==> src/rtl/muldiv_pkg.sv <==
// Shared types and constants for the sequential signed multiply/divide unit.
package muldiv_pkg;

    typedef enum logic [1:0] {
        ST_IDLE = 2'd0,
        ST_CALC = 2'd1,
        ST_FIX  = 2'd2,
        ST_DONE = 2'd3
    } state_t;

    localparam logic OP_MUL = 1'b0;
    localparam logic OP_DIV = 1'b1;

    localparam int unsigned ITER = 32;

    function automatic logic [31:0] abs32(input logic [31:0] v);
        return v[31] ? (~v + 32'd1) : v;
    endfunction

endpackage

==> src/rtl/muldiv_step.sv <==
// One iteration of unsigned shift-add multiply or restoring shift-subtract divide.
module muldiv_step
    import muldiv_pkg::*;
(
    input  logic        op,
    input  logic [63:0] acc,
    input  logic [31:0] operand,
    output logic [63:0] acc_next
);

    logic [32:0] sum;
    logic [32:0] partial;
    logic [31:0] diff;

    always_comb begin
        sum      = '0;
        partial  = '0;
        diff     = '0;
        acc_next = acc;
        if (op == OP_MUL) begin
            // acc = {partial product, remaining multiplier bits}; carry re-enters at bit 63
            sum      = {1'b0, acc[63:32]} + (acc[0] ? {1'b0, operand} : 33'd0);
            acc_next = {sum, acc[31:1]};
        end else begin
            // acc = {remainder, dividend bits shifting out / quotient bits shifting in}
            partial = {acc[63:32], acc[31]};
            diff    = partial[31:0] - operand;
            if (partial >= {1'b0, operand}) begin
                acc_next = {diff, acc[30:0], 1'b1};
            end else begin
                acc_next = {partial[31:0], acc[30:0], 1'b0};
            end
        end
    end

endmodule

==> src/rtl/muldiv_seq.sv <==
// Sequential 32-bit signed multiply / divide: magnitude iteration in CALC, sign fix in FIX.
module muldiv_seq
    import muldiv_pkg::*;
(
    input  logic        Clk,
    input  logic        Reset,
    input  logic        Start,
    input  logic        Op,
    input  logic [31:0] A,
    input  logic [31:0] B,
    output logic        Busy,
    output logic        Done,
    output logic        DivZero,
    output logic [31:0] Hi,
    output logic [31:0] Lo,
    output logic [4:0]  Count
);

    state_t      state_q, state_d;
    logic        op_q, op_d;
    logic        sign_a_q, sign_a_d;
    logic        sign_b_q, sign_b_d;
    logic [31:0] operand_q, operand_d;
    logic [63:0] acc_q, acc_d;
    logic [4:0]  count_q, count_d;
    logic [31:0] hi_q, hi_d;
    logic [31:0] lo_q, lo_d;
    logic        dz_q, dz_d;

    logic [63:0] acc_step;
    logic [63:0] product;
    logic [31:0] quotient;
    logic [31:0] remainder;

    muldiv_step u_step (
        .op       (op_q),
        .acc      (acc_q),
        .operand  (operand_q),
        .acc_next (acc_step)
    );

    always_comb begin
        state_d   = state_q;
        op_d      = op_q;
        sign_a_d  = sign_a_q;
        sign_b_d  = sign_b_q;
        operand_d = operand_q;
        acc_d     = acc_q;
        count_d   = count_q;
        hi_d      = hi_q;
        lo_d      = lo_q;
        dz_d      = dz_q;
        product   = (sign_a_q ^ sign_b_q) ? (~acc_q + 64'd1) : acc_q;
        quotient  = (sign_a_q ^ sign_b_q) ? (~acc_q[31:0] + 32'd1) : acc_q[31:0];
        remainder = sign_a_q ? (~acc_q[63:32] + 32'd1) : acc_q[63:32];

        case (state_q)
            ST_IDLE: begin
                if (Start) begin
                    op_d     = Op;
                    sign_a_d = A[31];
                    sign_b_d = B[31];
                    count_d  = '0;
                    if (Op == OP_DIV && B == '0) begin
                        dz_d    = 1'b1;
                        state_d = ST_DONE;
                    end else begin
                        dz_d    = 1'b0;
                        state_d = ST_CALC;
                        if (Op == OP_MUL) begin
                            operand_d = abs32(A);
                            acc_d     = {32'd0, abs32(B)};
                        end else begin
                            operand_d = abs32(B);
                            acc_d     = {32'd0, abs32(A)};
                        end
                    end
                end
            end
            ST_CALC: begin
                acc_d = acc_step;
                if (count_q == 5'(ITER - 1)) begin
                    count_d = '0;
                    state_d = ST_FIX;
                end else begin
                    count_d = count_q + 5'd1;
                end
            end
            ST_FIX: begin
                if (op_q == OP_MUL) begin
                    hi_d = product[63:32];
                    lo_d = product[31:0];
                end else begin
                    hi_d = remainder;
                    lo_d = quotient;
                end
                state_d = ST_DONE;
            end
            ST_DONE: begin
                dz_d    = 1'b0;
                state_d = ST_IDLE;
            end
            default: state_d = ST_IDLE;
        endcase
    end

    always_ff @(posedge Clk or posedge Reset) begin
        if (Reset) begin
            state_q   <= ST_IDLE;
            op_q      <= OP_MUL;
            sign_a_q  <= 1'b0;
            sign_b_q  <= 1'b0;
            operand_q <= '0;
            acc_q     <= '0;
            count_q   <= '0;
            hi_q      <= '0;
            lo_q      <= '0;
            dz_q      <= 1'b0;
        end else begin
            state_q   <= state_d;
            op_q      <= op_d;
            sign_a_q  <= sign_a_d;
            sign_b_q  <= sign_b_d;
            operand_q <= operand_d;
            acc_q     <= acc_d;
            count_q   <= count_d;
            hi_q      <= hi_d;
            lo_q      <= lo_d;
            dz_q      <= dz_d;
        end
    end

    assign Busy    = (state_q == ST_CALC) || (state_q == ST_FIX);
    assign Done    = (state_q == ST_DONE);
    assign DivZero = dz_q && (state_q == ST_DONE);
    assign Hi      = hi_q;
    assign Lo      = lo_q;
    assign Count   = count_q;

endmodule
==> config.mk <==
export PLATFORM = sky130hd
export DESIGN_NAME = muldiv_seq
export DESIGN_NICKNAME = d
export VERILOG_FILES = /design/src/rtl/muldiv_pkg.sv /design/src/rtl/muldiv_step.sv /design/src/rtl/muldiv_seq.sv
export SDC_FILE = /design/constraint.sdc
export NUM_CORES = 1
export LEC_CHECK = 0
export BUFFER_PORTS_ARGS = -buffer_cell sky130_fd_sc_hd__buf_4
export CAP_MARGIN = 20
export CORE_MARGIN = 3
export CORE_UTILIZATION = 30
export DETAILED_ROUTE_END_ITERATION = 10
export GPL_TIMING_DRIVEN = 0
export PLACE_DENSITY = 0.54
export SYNTH_ARGS = -nofsm -noshare
export SYNTH_HDL_FRONTEND = slang
export SYNTH_SLANG_ARGS = --single-unit
==> constraint.sdc <==
create_clock -name Clk -period 11.27 [get_ports Clk]
set_clock_uncertainty 0.1 [all_clocks]
set_input_delay 0 -clock Clk [delete_from_list [all_inputs] [get_ports Clk]]
set_output_delay 0 -clock Clk [all_outputs]
set_load 0.03 [all_outputs]
# Yosys cells after proc, flatten, opt, wreduce, memory -nomap -nowiden
# Cells that the tools add are included.
[op_classes]
n_addsub = 8
magnitude_cmp = 1
n_eq_ne = 7
n_mux = 25
bitwise_logic = 7
reduce_logical = 13
[op_table]
columns = ["cell", "count"]
rows = [
  ["$mux W64", 5],
  ["$mux W32", 9],
  ["$add A32 B1 Y32 const B", 4],
  ["$not A32 Y32", 4],
  ["$pmux W64 S2", 1],
  ["$add A64 B1 Y64 const B", 1],
  ["$not A64 Y64", 1],
  ["$add A32 B33 Y33", 1],
  ["$ge A33 B32 Y1", 1],
  ["$logic_not A32 Y1", 1],
  ["$sub A32 B32 Y32", 1],
  ["$mux W5", 2],
  ["$pmux W5 S2", 1],
  ["$pmux W2 S4", 1],
  ["$reduce_and A2 Y1", 4],
  ["$mux W2", 3],
  ["$ne A2 B2 Y1 const B", 3],
  ["$reduce_and A3 Y1", 2],
  ["$add A5 B1 Y5 const B", 1],
  ["$eq A5 B5 Y1 const B", 1],
  ["$eq A2 B2 Y1 const B", 2],
  ["$reduce_bool A2 Y1", 2],
  ["$eq A2 B1 Y1 const B", 1],
  ["$logic_and A1 B1 Y1", 2],
  ["6 further kinds", 7],
]
[totals]
ff_bits = 171
out_inout_bits = 72

# Longest topological paths before layout
[depth]
ltp_word = 7
ltp_mapped = 14
depth_no_buf = 13

# Hierarchy
# Synthesis repeated with hierarchy kept, for this count alone.
[unflattened]
cells_unflattened = 1848
area_unflattened_um2 = 15053.2
[by_module_without_submodules]
columns = ["mod", "n_inst", "cells_per_inst", "area_per_inst_um2", "seq_area_each_um2"]
rows = [
  ["muldiv_seq", 1, 1177, 10354.9, 4279.1],
  ["muldiv_step", 1, 671, 4698.3, 0.0],
]

# Worst setup path before layout
# No wires, ideal clock.
[synth_path]
path_kind = "register to register"
start = "register acc_q[0]"
end = "register acc_q[63]"
arrival_ns = 3.182
required_ns = 11.035
path_slack_ns = 7.854
path_stages_with_launch = 13
n_path_buf = 1
period_less_slack_ns = 3.416
cell_sequence = "dfrtp_1 inv_1 buf_1 nor2_1 ha_1 a21o_1 or4_1 o211a_1 a21oi_1 a211o_1 a21oi_1 a2111oi_0 o31ai_1"
[synth_between]
elab_chain_len = 4
[synth_rtl]
columns = ["element", "line_no", "source"]
rows = [
  ["start, declared", "muldiv_seq.sv:24", "logic [63:0] acc_q, acc_d;"],
  ["start signal, assigned", "muldiv_seq.sv:114", "acc_q <= '0;"],
  ["start signal, assigned", "muldiv_seq.sv:125", "acc_q <= acc_d;"],
  ["$mux W32", "muldiv_step.sv:22", "sum = {1'b0, acc[63:32]} + (acc[0] ? {1'b0, operand} : 33'd0);"],
  ["$add A32 B33 Y33", "muldiv_step.sv:22", ""],
  ["$mux W64", "muldiv_step.sv:20", "if (op == OP_MUL) begin"],
  ["$pmux W64 S2", "muldiv_seq.sv:57", "case (state_q)"],
]
# Every way passes these cells.
# A chain may end at the register's enable or synchronous reset.

# Final worst setup path
[layout_path]
start = "register acc_q[38]"
end = "register acc_q[37]"
[layout_between]
elab_chain_len = 4
[layout_rtl]
columns = ["element", "line_no", "source"]
rows = [
  ["$ge A33 B32 Y1", "muldiv_step.sv:28", "if (partial >= {1'b0, operand}) begin"],
  ["$mux W64", "muldiv_step.sv:28", ""],
  ["$mux W64 *", "muldiv_step.sv:20", ""],
  ["$pmux W64 S2 *", "muldiv_seq.sv:57", ""],
]
# Every way passes the cells marked *; elsewhere a longest branch is shown, timed or not.

==> qor.yml <==
nets: 2154
ys_dominant_reg_cell: "dfrtp_1"
rsz0062_at_grt: "no"
irDropWorstVdd_uv: 131
rows: 79
grt_max_degree: 96
crit_start: "acc_q[38]$_DFFE_PP0P_"
io_buffers: 136
start_kind: "flop"
worst_r2r_path_depth: 12
synth_cell_types: 76
fin_ws_ns: 6.48
postCtsHoldBufs: 48
ys_async_sr_fraction: 1.00
timing.fmax_mhz: 209
yosys.area.top_type_share: 0.297
grt_pass1_wl_microns: 84000
violations: "hold timing"
first_global_vias: 14241
ctsResizeCount: 0
worstSetupPathType: "flop to flop"
coreArea_sq_um: 47000
die_w_microns: 225
ys_ff_latch: 171
power_density_nw_per_um2: 335
synth_cells: 1806
synth_nets: 1950
min_path_type: "input port to flop"
place.gp.congestion: 0.953
clock-sinks: 171
tritoncts: "yes"
fp.dieH_microns: 225
routedWlPerCell_microns: 20.6
finalSetupViolCount: 0
die-area_sq_um: 50600
crit_fanout: 10
relSlewSlack: 0.363
post-route-period-util: 0.425
cts_buffer_depth: 2
clkLatencyLatePin_ns: 0.46
synth_enable_flop_cells: 0
worst_pin_slew_ns: 0.956
fillers: 4888
postCtsSetupRepairBufs: 0
syn_area_per_cell_sq_um: 7.97
outcome: "complete, but fails checks"
synth.area.top_cells: "dfrtp_1 30%, a21oi_1 7.4%, ha_1 6.4%"
htree_levels: 4
yosysTopAreaCell: "dfrtp_1"
hold_slack_ns: -0.00278
antenna_cells: 0
seq_area_frac_synth: 0.297
drive_gt1_frac: 0.120
vias: 14525
overflow: 0
grt_usage: 0.212
pin_count: 140
antenna_found_initial: 0
post-place-ws_ns: 6.57
yosysWarnings: 0
final-max-slew-violation-count: 0
syn2layout_area_growth_pct: 20.2
synthesis.area_sq_um: 14400
postRouteAntennaNets: 0
worstSetupEndpoint: "acc_q[37]$_DFFE_PP0P_"
rr_endpoint: "acc_q[37]$_DFFE_PP0P_"
hold_viol: 1
critPathArrivalTime_ns: 4.98
drtIter0Drc: 1272
max_cap_viol_count: 0
numCtsBuffers: 17
period_minus_slack_ns: 4.79
fin_setup_tns_ns: 0
rrSetupSlack_ns: 6.48
crit_required_ns: 11.46
leakage_nw: 7.37
dp_hpwl_microns: 43400
firstDrtPassIters: 8
vias_per_cell: 5.52
drc_errors: 0
start_util: 0.306
final_util: 0.368
wl_microns: 54100
cts.reportedPaths.clkPinSlew_ns: 0.08
end_kind: "flop"
reg2reg_from: "acc_q[38]$_DFFE_PP0P_"
cts_root_buffer: "clkbuf_16"
[how the worst min path moves through the flow]
stage / startpoint / to / cells after the start
final: A[30] / operand_q[30]$_DFFE_PP0P_ / 4
after global routing: B[22] / operand_q[22]$_DFFE_PP0P_ / 4
after CTS: B[22] / operand_q[22]$_DFFE_PP0P_ / 4
after detailed placement: Reset / Hi[17]$_DFFE_PP0P_ / 2
after global placement: B[0] / operand_q[0]$_DFFE_PP0P_ / 3
after floorplan: A[0] / operand_q[0]$_DFFE_PP0P_ / 2
[metrics by stage]
step | total power [mW] | std cells | area (sq um)
detailed placement | 5.12 | 2550 | 16200
CTS | 5.78 | 2630 | 17300
finish | 5.79 | 2630 | 17300
global route | 6.25 | 2630 | 17300
global placement | 5.09 | 2549 | 16200
floorplan | 3.89 | 1806 | 14400
[layer usage]
layer	part of all wire	global-route usage	up-vias
met5	0	0	-
met3	0.056	0.0268	58
li1	-	-	6885
met4	0.021	0.0533	0
met1	0.46	0.299	7067
met2	0.46	0.345	515
[critical path: stages (launching register included)]
cell      delay (ns)
dfrtp_1         0.55
ha_1            0.36
clkbuf_1        0.27
nand4_1         0.18
nor3_1          0.32
o21ai_0         0.24
o211ai_1        0.52
a22o_1          0.31
a21o_1          0.28
buf_2           0.35
clkbuf_1        0.76
mux2i_1         0.27
o21ai_0         0.11
[power breakdown]
group | internal, mW | total (mW) | leakage (nW) | switching [mW]
Sequential | 0.902 | 1.22 | 2.03 | 0.319
Combinational | 1.50 | 3.95 | 5.05 | 2.45
Clock | 0.317 | 0.619 | 0.286 | 0.301
[cells in the final DEF, fill, tap and decap left out, types with 32 or more instances in the layout]
cell type	synthesis	layout
nor2_1	224	224
a21oi_1	213	213
dfrtp_1	171	171
nand2_1	139	139
buf_4	3	139
o21ai_0	138	138
xnor2_1	94	94
clkbuf_1	82	82
xor2_1	76	76
inv_1	77	76
ha_1	74	74
dlygate4sd3_1	0	48
mux2_2	47	47
a211oi_1	36	36
mux2i_1	35	35
nor3_1	32	32
[cell usage after synthesis, types with 6 or more instances]
library cell / instances
o41ai_1: 16
buf_1: 8
a211oi_1: 36
nor2_1: 224
nor3_1: 32
a21boi_0: 6
or2_2: 11
nor2b_1: 9
a21o_1: 26
and3_1: 14
a22oi_1: 17
dfrtp_1: 171
xnor2_1: 94
inv_1: 77
o31ai_1: 25
o21a_1: 11
clkbuf_1: 82
ha_1: 74
a21oi_1: 213
o21ai_0: 138
nand2_1: 139
or4_1: 12
xor2_1: 76
nand2b_1: 21
nand4_1: 14
a31oi_1: 13
mux2_2: 47
o211ai_1: 15
nor4_1: 13
o221ai_1: 11
or3_1: 12
nand3_1: 30
mux2i_1: 35
and2_1: 9
[final cells by class]
class	instances	area [sq um]	area share
Buffer	98	392	0.0226
Clock buffer	17	425	0.0246
Clock inverter	15	181	0.0105
Inverter	78	300	0.0174
Multi-Input combinational cell	1459	9430	0.545
Sequential cell	171	4280	0.247
Tap cell	607	759	0.0439
Timing Repair Buffer	185	1530	0.0884
[cell families after synthesis]
kind of cell,synth area share
AOI/OAI and AO/OA,0.247
and+or+nand+nor,0.177
adders and majority gates,0.0671
muxes,0.0611
buffers and inverters,0.0476
xor gates and xnor gates,0.103
DFF,0.297
[registers in the layout (all words and copies together), names as in the netlist, 2 cells and up]
| signal | count |
|---|---|
| Count | 5 |
| Hi | 32 |
| Lo | 32 |
| acc_q | 64 |
| operand_q | 32 |
| state_q | 2 |
No activity file was read; power rests on OpenSTA's default activity.
